**config.mk**
```make
export PLATFORM = sky130hd
export DESIGN_NAME = fifo_monitor_flat
export DESIGN_NICKNAME = d
export VERILOG_FILES = /design/src/rtl/fifo_monitor_if.sv /design/src/rtl/fifo_monitor.sv /design/src/flat_wrapper.sv
export SDC_FILE = /design/constraint.sdc
export NUM_CORES = 1
export LEC_CHECK = 0
export CAP_MARGIN = 20
export CORE_AREA = 2 2 90 92
export CTS_BUF_LIST = sky130_fd_sc_hd__clkbuf_8
export CTS_CLUSTER_DIAMETER = 40
export CTS_CLUSTER_SIZE = 28
export DETAILED_ROUTE_END_ITERATION = 10
export DIE_AREA = 0 0 92 94
export HOLD_SLACK_MARGIN = 0.15
export PLACE_DENSITY_LB_ADDON = 0.12
export SLEW_MARGIN = 10
export SYNTH_ARGS = -nofsm -noshare
export SYNTH_HDL_FRONTEND = slang
export SYNTH_SLANG_ARGS = --single-unit
export TNS_END_PERCENT = 100
```
**constraint.sdc**
```tcl
create_clock -name clk -period 2.1 [get_ports clk]
set_input_delay 0.21 -clock clk [delete_from_list [all_inputs] [get_ports clk]]
set_output_delay 0.21 -clock clk [all_outputs]
set_load 0.05 [all_outputs]
```
**src/rtl/fifo_monitor_if.sv**
```systemverilog
// Status and strobe bundle between the transaction-layer FIFOs, the
// flow-control controller and the FIFO occupancy monitor.
interface fifo_monitor_if #(
  parameter int CNT_W = 3
);
  logic [4:0]         push;
  logic [4:0]         pop;
  logic               clear_errors;
  logic [1:0]         Umbrales_MFs_internos;
  logic [1:0]         Umbrales_VCs_internos;
  logic [1:0]         Umbrales_Ds_internos;
  logic [4:0]         FIFO_empties;
  logic [4:0]         FIFO_errors;
  logic [4:0]         overflow_flags;
  logic [4:0]         almost_empty;
  logic [4:0]         almost_full;
  logic [5*CNT_W-1:0] occupancy;

  modport master (
    output push, pop, clear_errors,
           Umbrales_MFs_internos, Umbrales_VCs_internos, Umbrales_Ds_internos,
    input  FIFO_empties, FIFO_errors, overflow_flags,
           almost_empty, almost_full, occupancy
  );

  modport slave (
    input  push, pop, clear_errors,
           Umbrales_MFs_internos, Umbrales_VCs_internos, Umbrales_Ds_internos,
    output FIFO_empties, FIFO_errors, overflow_flags,
           almost_empty, almost_full, occupancy
  );
endinterface

```
**src/rtl/fifo_monitor.sv**
```systemverilog
// Occupancy tracker for the five transaction-layer FIFOs (MF, VC0, VC1, D0, D1).
// Counts follow push/pop strobes, over/underflow is latched as sticky status,
// and registered controller thresholds become almost-empty/almost-full flags.
module fifo_monitor #(
  parameter int DEPTH = 4,
  parameter int CNT_W = 3
) (
  input logic          clk,
  input logic          reset,
  fifo_monitor_if.slave mon
);

  localparam logic [CNT_W-1:0] DEPTH_C = CNT_W'(DEPTH);

  logic [CNT_W-1:0] cnt_q [5];
  logic [CNT_W-1:0] cnt_d [5];
  logic [4:0]       err_q;
  logic [4:0]       ovf_q;
  logic [4:0]       set_ovf;
  logic [4:0]       set_unf;
  logic [1:0]       thr_mf_q;
  logic [1:0]       thr_vc_q;
  logic [1:0]       thr_d_q;
  logic [1:0]       thr [5];

  // Next count and error events per FIFO from its push/pop pair.
  always_comb begin
    set_ovf = '0;
    set_unf = '0;
    for (int i = 0; i < 5; i++) begin
      cnt_d[i] = cnt_q[i];
      unique case ({mon.push[i], mon.pop[i]})
        2'b10: begin
          if (cnt_q[i] == DEPTH_C) set_ovf[i] = 1'b1;
          else                     cnt_d[i] = cnt_q[i] + 1'b1;
        end
        2'b01: begin
          if (cnt_q[i] == '0) set_unf[i] = 1'b1;
          else                cnt_d[i] = cnt_q[i] - 1'b1;
        end
        2'b11: begin
          // An empty FIFO cannot serve the pop, but the push still lands.
          if (cnt_q[i] == '0) begin
            set_unf[i] = 1'b1;
            cnt_d[i]   = CNT_W'(1);
          end
        end
        default: cnt_d[i] = cnt_q[i];
      endcase
    end
  end

  // Counts, sticky flags and threshold copies; a new event beats clear_errors.
  always_ff @(posedge clk) begin
    if (reset) begin
      for (int i = 0; i < 5; i++) cnt_q[i] <= '0;
      err_q    <= '0;
      ovf_q    <= '0;
      thr_mf_q <= '0;
      thr_vc_q <= '0;
      thr_d_q  <= '0;
    end else begin
      for (int i = 0; i < 5; i++) cnt_q[i] <= cnt_d[i];
      if (mon.clear_errors) begin
        err_q <= set_ovf | set_unf;
        ovf_q <= set_ovf;
      end else begin
        err_q <= err_q | set_ovf | set_unf;
        ovf_q <= ovf_q | set_ovf;
      end
      thr_mf_q <= mon.Umbrales_MFs_internos;
      thr_vc_q <= mon.Umbrales_VCs_internos;
      thr_d_q  <= mon.Umbrales_Ds_internos;
    end
  end

  // Status outputs straight from registered counts and thresholds.
  always_comb begin
    thr[0] = thr_mf_q;
    thr[1] = thr_vc_q;
    thr[2] = thr_vc_q;
    thr[3] = thr_d_q;
    thr[4] = thr_d_q;
    mon.FIFO_empties   = '0;
    mon.almost_empty   = '0;
    mon.almost_full    = '0;
    mon.occupancy      = '0;
    mon.FIFO_errors    = err_q;
    mon.overflow_flags = ovf_q;
    for (int i = 0; i < 5; i++) begin
      mon.FIFO_empties[i]            = (cnt_q[i] == '0);
      mon.almost_empty[i]            = (cnt_q[i] <= CNT_W'(thr[i]));
      mon.almost_full[i]             = (cnt_q[i] >= (DEPTH_C - CNT_W'(thr[i])));
      mon.occupancy[i*CNT_W +: CNT_W] = cnt_q[i];
    end
  end

endmodule

```
**src/flat_wrapper.sv**
```systemverilog
// flat-port wrapper written by rule: the top's interface ports become plain ports
module fifo_monitor_flat 
#(
  parameter int DEPTH = 4,
  parameter int CNT_W = 3
)
  (clk, reset, mon_push, mon_pop, mon_clear_errors, mon_Umbrales_MFs_internos, mon_Umbrales_VCs_internos, mon_Umbrales_Ds_internos, mon_FIFO_empties, mon_FIFO_errors, mon_overflow_flags, mon_almost_empty, mon_almost_full, mon_occupancy);
  fifo_monitor_if #(.CNT_W(CNT_W)) mon_i ();
  input logic clk;
  input logic reset;
  input wire logic [$bits(mon_i.push)-1:0] mon_push;
  input wire logic [$bits(mon_i.pop)-1:0] mon_pop;
  input wire logic [$bits(mon_i.clear_errors)-1:0] mon_clear_errors;
  input wire logic [$bits(mon_i.Umbrales_MFs_internos)-1:0] mon_Umbrales_MFs_internos;
  input wire logic [$bits(mon_i.Umbrales_VCs_internos)-1:0] mon_Umbrales_VCs_internos;
  input wire logic [$bits(mon_i.Umbrales_Ds_internos)-1:0] mon_Umbrales_Ds_internos;
  output wire logic [$bits(mon_i.FIFO_empties)-1:0] mon_FIFO_empties;
  output wire logic [$bits(mon_i.FIFO_errors)-1:0] mon_FIFO_errors;
  output wire logic [$bits(mon_i.overflow_flags)-1:0] mon_overflow_flags;
  output wire logic [$bits(mon_i.almost_empty)-1:0] mon_almost_empty;
  output wire logic [$bits(mon_i.almost_full)-1:0] mon_almost_full;
  output wire logic [$bits(mon_i.occupancy)-1:0] mon_occupancy;
  assign mon_i.push = mon_push;
  assign mon_i.pop = mon_pop;
  assign mon_i.clear_errors = mon_clear_errors;
  assign mon_i.Umbrales_MFs_internos = mon_Umbrales_MFs_internos;
  assign mon_i.Umbrales_VCs_internos = mon_Umbrales_VCs_internos;
  assign mon_i.Umbrales_Ds_internos = mon_Umbrales_Ds_internos;
  assign mon_FIFO_empties = mon_i.FIFO_empties;
  assign mon_FIFO_errors = mon_i.FIFO_errors;
  assign mon_overflow_flags = mon_i.overflow_flags;
  assign mon_almost_empty = mon_i.almost_empty;
  assign mon_almost_full = mon_i.almost_full;
  assign mon_occupancy = mon_i.occupancy;
  fifo_monitor #(.DEPTH(DEPTH), .CNT_W(CNT_W)) u_core (.clk(clk), .reset(reset), .mon(mon_i));
endmodule
```
==> results.json, run 1 <==
{
  "status": "finished, final reports clean",
  "place_ws_ns": 0.0790,
  "die_h_um": 94,
  "synth-seq-area-share_pct": 27.4,
  "die_w_um": 92,
  "min_from": "u_core.mon.FIFO_errors[1]$_SDFF_PP0_",
  "cts_max_path_buffers": 2,
  "avgRoutedWirePerCell_um": 11.9,
  "grt_pass1_vias": 2046,
  "setup_slack_ns": 0.0718,
  "max_freq_ghz": 0.493,
  "clock_sinks": 31,
  "setup_viol": 0,
  "port_buffers": 58,
  "hold_path.class": "flip-flop to flip-flop",
  "antenna_found_initial": 0,
  "reg2reg_to": "u_core.cnt_q[0][11]$_SDFFE_PP0P_",
  "fill_cells": 756,
  "synth.cell_area_um2": 2270,
  "maxCapViolCount": 0,
  "finalSetupTns_ns": 0,
  "criticalPathCategory": "flip-flop to output port",
  "crit_required_ns": 1.89,
  "ys_warn_count": 0,
  "fin_skew_ns": 0.00293,
  "synth_most_common_cell": "dfxtp_1",
  "ys_ff_latch": 31,
  "power_density_nw_per_um2": 802,
  "synth_largest_area_cell": "dfxtp_1",
  "cts_tree": "done",
  "rsz0062_at_grt": "false",
  "worst_ep_arrival_time_ns": 1.82,
  "ys_types": 44,
  "max_slew.worst_pin.slew_ns": 0.511,
  "syn_nets": 311,
  "synth_cells": 268,
  "min_period_ns": 2.03,
  "initial_core_util_pct": 29.8,
  "r2r-start": "u_core.cnt_q[0][10]$_SDFFE_PP0P_",
  "clock_latency_ns": 0.28,
  "gp_congestion": 0.751,
  "avgSynthCellArea_um2": 8.45,
  "ys_async_sr_fraction_pct": 0,
  "ir_drop_mv": 0.412,
  "reg2reg_depth": 5,
  "worstSetupStartpointType": "flip-flop",
  "vias_per_cell": 4.74,
  "fin_hold_ws_ns": 0.474,
  "multiInputGateArea_um2": 1480,
  "ctsRootBufferMaster": "clkbuf_8",
  "drt_wl_total_um": 5260,
  "slew_headroom_pct": 65.8,
  "htreeDepth": 2,
  "synthFlopType": "dfxtp_1",
  "core_um2": 7610,
  "drc": 0,
  "hold_path_end": "u_core.mon.FIFO_errors[1]$_SDFF_PP0_",
  "synthToLayoutAreaGrowth_pct": 41.9,
  "boundaryPins": 59,
  "nets": 382,
  "seq_area_um2": 637,
  "synthTopCellsByArea": "dfxtp_1, ha_1, a21oi_1",
  "grtUsageTotal_pct": 12.9,
  "drt_first_iter_violations": 52,
  "drive_gt1_share_pct": 17.4,
  "first_pass_iters": 4,
  "die_area_um2": 8650,
  "p_leak_uw": 0.00134,
  "r2r_slack_ns": 0.32,
  "hold_viol": 0,
  "synthTopCellsByCount": "dfxtp_1, inv_1, a21oi_1",
  "slew_violations": 0,
  "ant_nets": 0,
  "n_antenna_cell": 0,
  "hold_path_depth": 2,
  "synth_top_area_share_pct": 27.4,
  "cts_made_buffers": 5,
  "path_clk_slew_ns": 0.06,
  "grt_pass1_wl_um": 9160,
  "synth-edff-count": 0,
  "cp-end-kind": "output port",
  "rows": 32,
  "overflow": 0,
  "grt_max_degree": 16,
  "vias": 2091,
  "dp_hpwl_um": 4010,
  "crit_fanout": 3,
  "min_period_over_period_pct": 96.6
}
worst max path at each step:
stage,startpoint,endpoint,cells after the start
after floorplan,u_core.cnt_q[0][0]$_SDFFE_PP0P_,mon_almost_full[0],5
after global placement,mon_push[3],u_core.cnt_q[0][11]$_SDFFE_PP0P_,7
after detailed placement,mon_push[3],u_core.cnt_q[0][11]$_SDFFE_PP0P_,7
after CTS,u_core.cnt_q[0][0]$_SDFFE_PP0P_,mon_almost_full[0],6
after global routing,u_core.cnt_q[0][12]$_SDFFE_PP0P_,mon_almost_full[4],6
final,u_core.cnt_q[0][3]$_SDFFE_PP0P_,mon_almost_full[1],6
worst max-delay path: stages, from the launching register on:
cell,delay [ns]
dfxtp_4,0.36
inv_2,0.05
ha_1,0.29
nand2b_1,0.15
maj3_1,0.35
a21o_1,0.19
buf_6,0.15
per-stage QoR:
step           power, µW  std cells  area (µm²)  utilization [%]
4_1_cts             2600        439        3180             41.8
3_5_place_dp        2090        430        3060             40.2
5_1_grt             2750        441        3210             42.3
6_report            2580        441        3210             42.3
2_1_floorplan       1630        268        2300                -
3_3_place_gp        2090        430        3060             40.2
flip-flops by register name, summed over array words and instances (netlist names):
signal / flops
u_core.thr_vc_q: 2
u_core.mon.overflow_flags: 5
u_core.thr_mf_q: 2
u_core.cnt_q: 15
u_core.thr_d_q: 2
u_core.mon.FIFO_errors: 5
cells in the final DEF, fill, tap and decap left out, drive strengths merged, types with 5 or more instances in the layout:
cell,count
a21oi,24
buf,29
clkbuf,6
nand2b,18
a21o,11
xnor2,7
nand2,9
xor2,7
or2,5
o21ai,8
dfxtp,31
or3,5
clkdlybuf4s50,47
nand3,5
nor2b,15
nor2,10
ha,21
nor3,5
inv,29
where the power goes:
part	internal, µW	leakage, µW	switching [µW]
Combinational	571	0.00104	803
Sequential	650	0.000258	80.8
Clock	257	0.0000470	216
Total	1480	0.00134	1100
per-layer routing:
layer	GRT usage, %	wire (µm)
met2	22.2	2490
met1	16.0	2410
met3	3.05	287
met4	4.10	72
met5	0	0
area by class of cell:
cell class,instances,share of cell area [%]
Timing Repair Buffer,77,24.1
Inverter,29,3.39
Clock inverter,1,0.156
Multi-Input combinational cell,195,46.0
Tap cell,102,3.97
Sequential cell,31,19.8
Clock buffer,6,2.57
what timing repair did:
item | in CTS | in global routing
setup endpoints to repair | 4 | 6
pin swaps | 0 | 2
endpoints found under the hold margin | 0 | 0
hold buffers | 0 | 0
gates cloned | 0 | 0
buffers inserted | 2 | 2
resized for setup | 8 | 5
cell families (layout without fill, tap and decap cells):
kind of cell / Yosys count / in the layout / synth area share (%)
AO/OA/AOI/OAI: 66 / 66 / 18.9
XOR/XNOR: 14 / 14 / 5.41
adder cells (fa/ha/maj): 28 / 28 / 16.0
buffers and inverters: 42 / 113 / 9.17
flip-flops: 31 / 31 / 27.4
AND/OR/NAND/NOR: 87 / 87 / 23.1
Power figures use the tool's default switching activity.
==> run 2: changes to the inputs <==
==> constraint.sdc (replaced) <==
create_clock -name clk -period 2.1 [get_ports clk]
set_input_delay 0.42 -clock clk [delete_from_list [all_inputs] [get_ports clk]]
set_output_delay 0.42 -clock clk [all_outputs]
set_load 0.05 [all_outputs]
==> run 2 against run 1 <==
  * Register-to-register slack gained 0.03 ns
  * Fmax down 2.6%
  * First-iteration DRC count is 19% lower
  * Critical path depth stayed put
  * Clock power up 4%
  * Combinational power is 8% higher
==> results.json, run 2 (same netlist as run 1, synthesis figures left out) <==
{
  "status": "finished, final reports clean",
  "clock_sinks": 31,
  "gp_congestion": 0.693,
  "worst_ep_arrival_time_ns": 1.66,
  "p_leak_uw": 0.00144,
  "fin_skew_ns": 0.00880,
  "die_area_um2": 8650,
  "path_clk_slew_ns": 0.07,
  "core_um2": 7610,
  "internal_power_uw": 1540,
  "n_antenna_cell": 0,
  "cts_made_buffers": 5,
  "min_period_ns": 2.08,
  "rows": 32,
  "min_period_over_period_pct": 99.1,
  "vias_per_cell": 4.69,
  "finalSetupTns_ns": 0,
  "dp_hpwl_um": 4050,
  "max_slew.worst_pin.slew_ns": 0.534,
  "ctsRootBufferMaster": "clkbuf_8",
  "avgRoutedWirePerCell_um": 12.4,
  "crit_required_ns": 1.68,
  "hold_viol": 0,
  "use_met1_pct": 17.2,
  "hold_path_depth": 2,
  "die_w_um": 92,
  "worstSetupStartpointType": "flip-flop",
  "grt_pass1_vias": 1981,
  "fin_area_um2": 3420,
  "setup_viol": 0,
  "use_met2_pct": 21.9,
  "vias": 2107,
  "p_seq_share_pct": 27.0,
  "cts_tree": "done",
  "cts_max_path_buffers": 2,
  "met3_usage_pct": 3.53,
  "drt_first_iter_violations": 42,
  "ant_nets": 0,
  "overflow": 0,
  "clock_latency_ns": 0.28,
  "power_density_nw_per_um2": 791,
  "cp-end-kind": "output port",
  "rsz0062_at_grt": "true",
  "slew_violations": 0,
  "place_ws_ns": -0.108,
  "setup_slack_ns": 0.0181,
  "grt_pass1_wl_um": 9250,
  "top_register": "u_core.cnt_q",
  "port_buffers": 58,
  "crit_fanout": 2,
  "layout_commonest_cell": "buf_4",
  "drive_gt1_share_pct": 31.4,
  "initial_core_util_pct": 29.8,
  "first_pass_iters": 5,
  "die_h_um": 94,
  "grtUsageTotal_pct": 13.4,
  "antenna_found_initial": 0,
  "hold_path.class": "flip-flop to flip-flop",
  "criticalPathCategory": "flip-flop to output port",
  "synthToLayoutAreaGrowth_pct": 50.9,
  "power_frac_comb_pct": 54.8,
  "reg2reg_depth": 5,
  "drc": 0,
  "ir_drop_mv": 0.354,
  "maxCapViolCount": 0,
  "max_freq_ghz": 0.480,
  "p_sw_share_pct": 43.0,
  "boundaryPins": 59,
  "p_sw_uw": 1160,
  "drt_wl_total_um": 5570,
  "nets": 389,
  "final_cell_mix": "buf_4, clkdlybuf4s50_1, dfxtp_1",
  "grt_busiest_layer": "met2",
  "pwr-share-clk_pct": 18.2,
  "place_area_um2": 3130,
  "grt_max_degree": 29,
  "htreeDepth": 2,
  "slew_headroom_pct": 64.3,
  "largest_register_ffs": 15
}
-- run 2: changes by cell type in the layout (fill, tap and decap cells not counted), sizes merged --
cell | before | now
buf | 29 | 49
clkdlybuf4s50 | 47 | 35
dlymetal6s2s | 1 | 0
inv | 29 | 30
-- run 2: timing repair --
| item | in CTS | in global routing |
|---|---|---|
| setup endpoints to repair | 5 | 5 |
| resized for setup | 38 | 6 |
| hold buffers | 0 | 0 |
| setup buffers | 2 | 1 |
| pin swaps | 13 | 9 |
-- run 2: per-stage QoR --
step | instances | power, µW | utilization, % | hold WS (ns)
floorplan | 268 | 1640 | - | 0.548
global placement | 438 | 2130 | 41.1 | 0.462
detailed placement | 438 | 2130 | 41.1 | 0.470
CTS | 448 | 2730 | 44.6 | 0.482
global route | 449 | 2870 | 44.9 | 0.502
finish | 449 | 2700 | 44.9 | 0.472
-- run 2: per-layer routing --
| metal | vias up | part of all wire, % |
|---|---|---|
| met5 | - | 0 |
| met4 | 0 | 0.65 |
| met3 | 2 | 4.7 |
| met2 | 45 | 47 |
| met1 | 977 | 48 |
| li1 | 1083 | - |
-- run 2: worst paths after layout --
kind | slack (ns) | endpoint | start
min | 0.47 | u_core.mon.FIFO_errors[4]$_SDFF_PP0_ | u_core.mon.FIFO_errors[4]$_SDFF_PP0_
min reg2reg | 0.47 | u_core.mon.FIFO_errors[4]$_SDFF_PP0_ | u_core.mon.FIFO_errors[4]$_SDFF_PP0_
max | 0.02 | mon_almost_full[1] | u_core.cnt_q[0][3]$_SDFFE_PP0P_
max reg2reg | 0.35 | u_core.cnt_q[0][8]$_SDFFE_PP0P_ | u_core.cnt_q[0][6]$_SDFFE_PP0P_
-- run 2: power groups by stage --
stage,Combinational (µW),Clock [µW],Sequential [µW]
finish,1480,493,730
global route,1580,544,741
CTS,1480,518,729
detailed placement,1400,0,735
global placement,1390,0,737
floorplan,735,0,909
-- run 2: critical path, cell delays in order (launching register included) --
cell and delay (ns):
dfxtp_4 0.36, inv_4 0.04, ha_4 0.22, nand2b_4 0.13
maj3_2 0.28, a21o_1 0.20, buf_6 0.15
-- run 2: final cells by class --
cell class | instances | area, µm²
Timing Repair Buffer | 84 | 812
Inverter | 29 | 121
Fill cell | 761 | 4190
Clock buffer | 6 | 82.6
Sequential cell | 31 | 652
Clock inverter | 2 | 8.76
Multi-Input combinational cell | 195 | 1610
Tap cell | 102 | 128
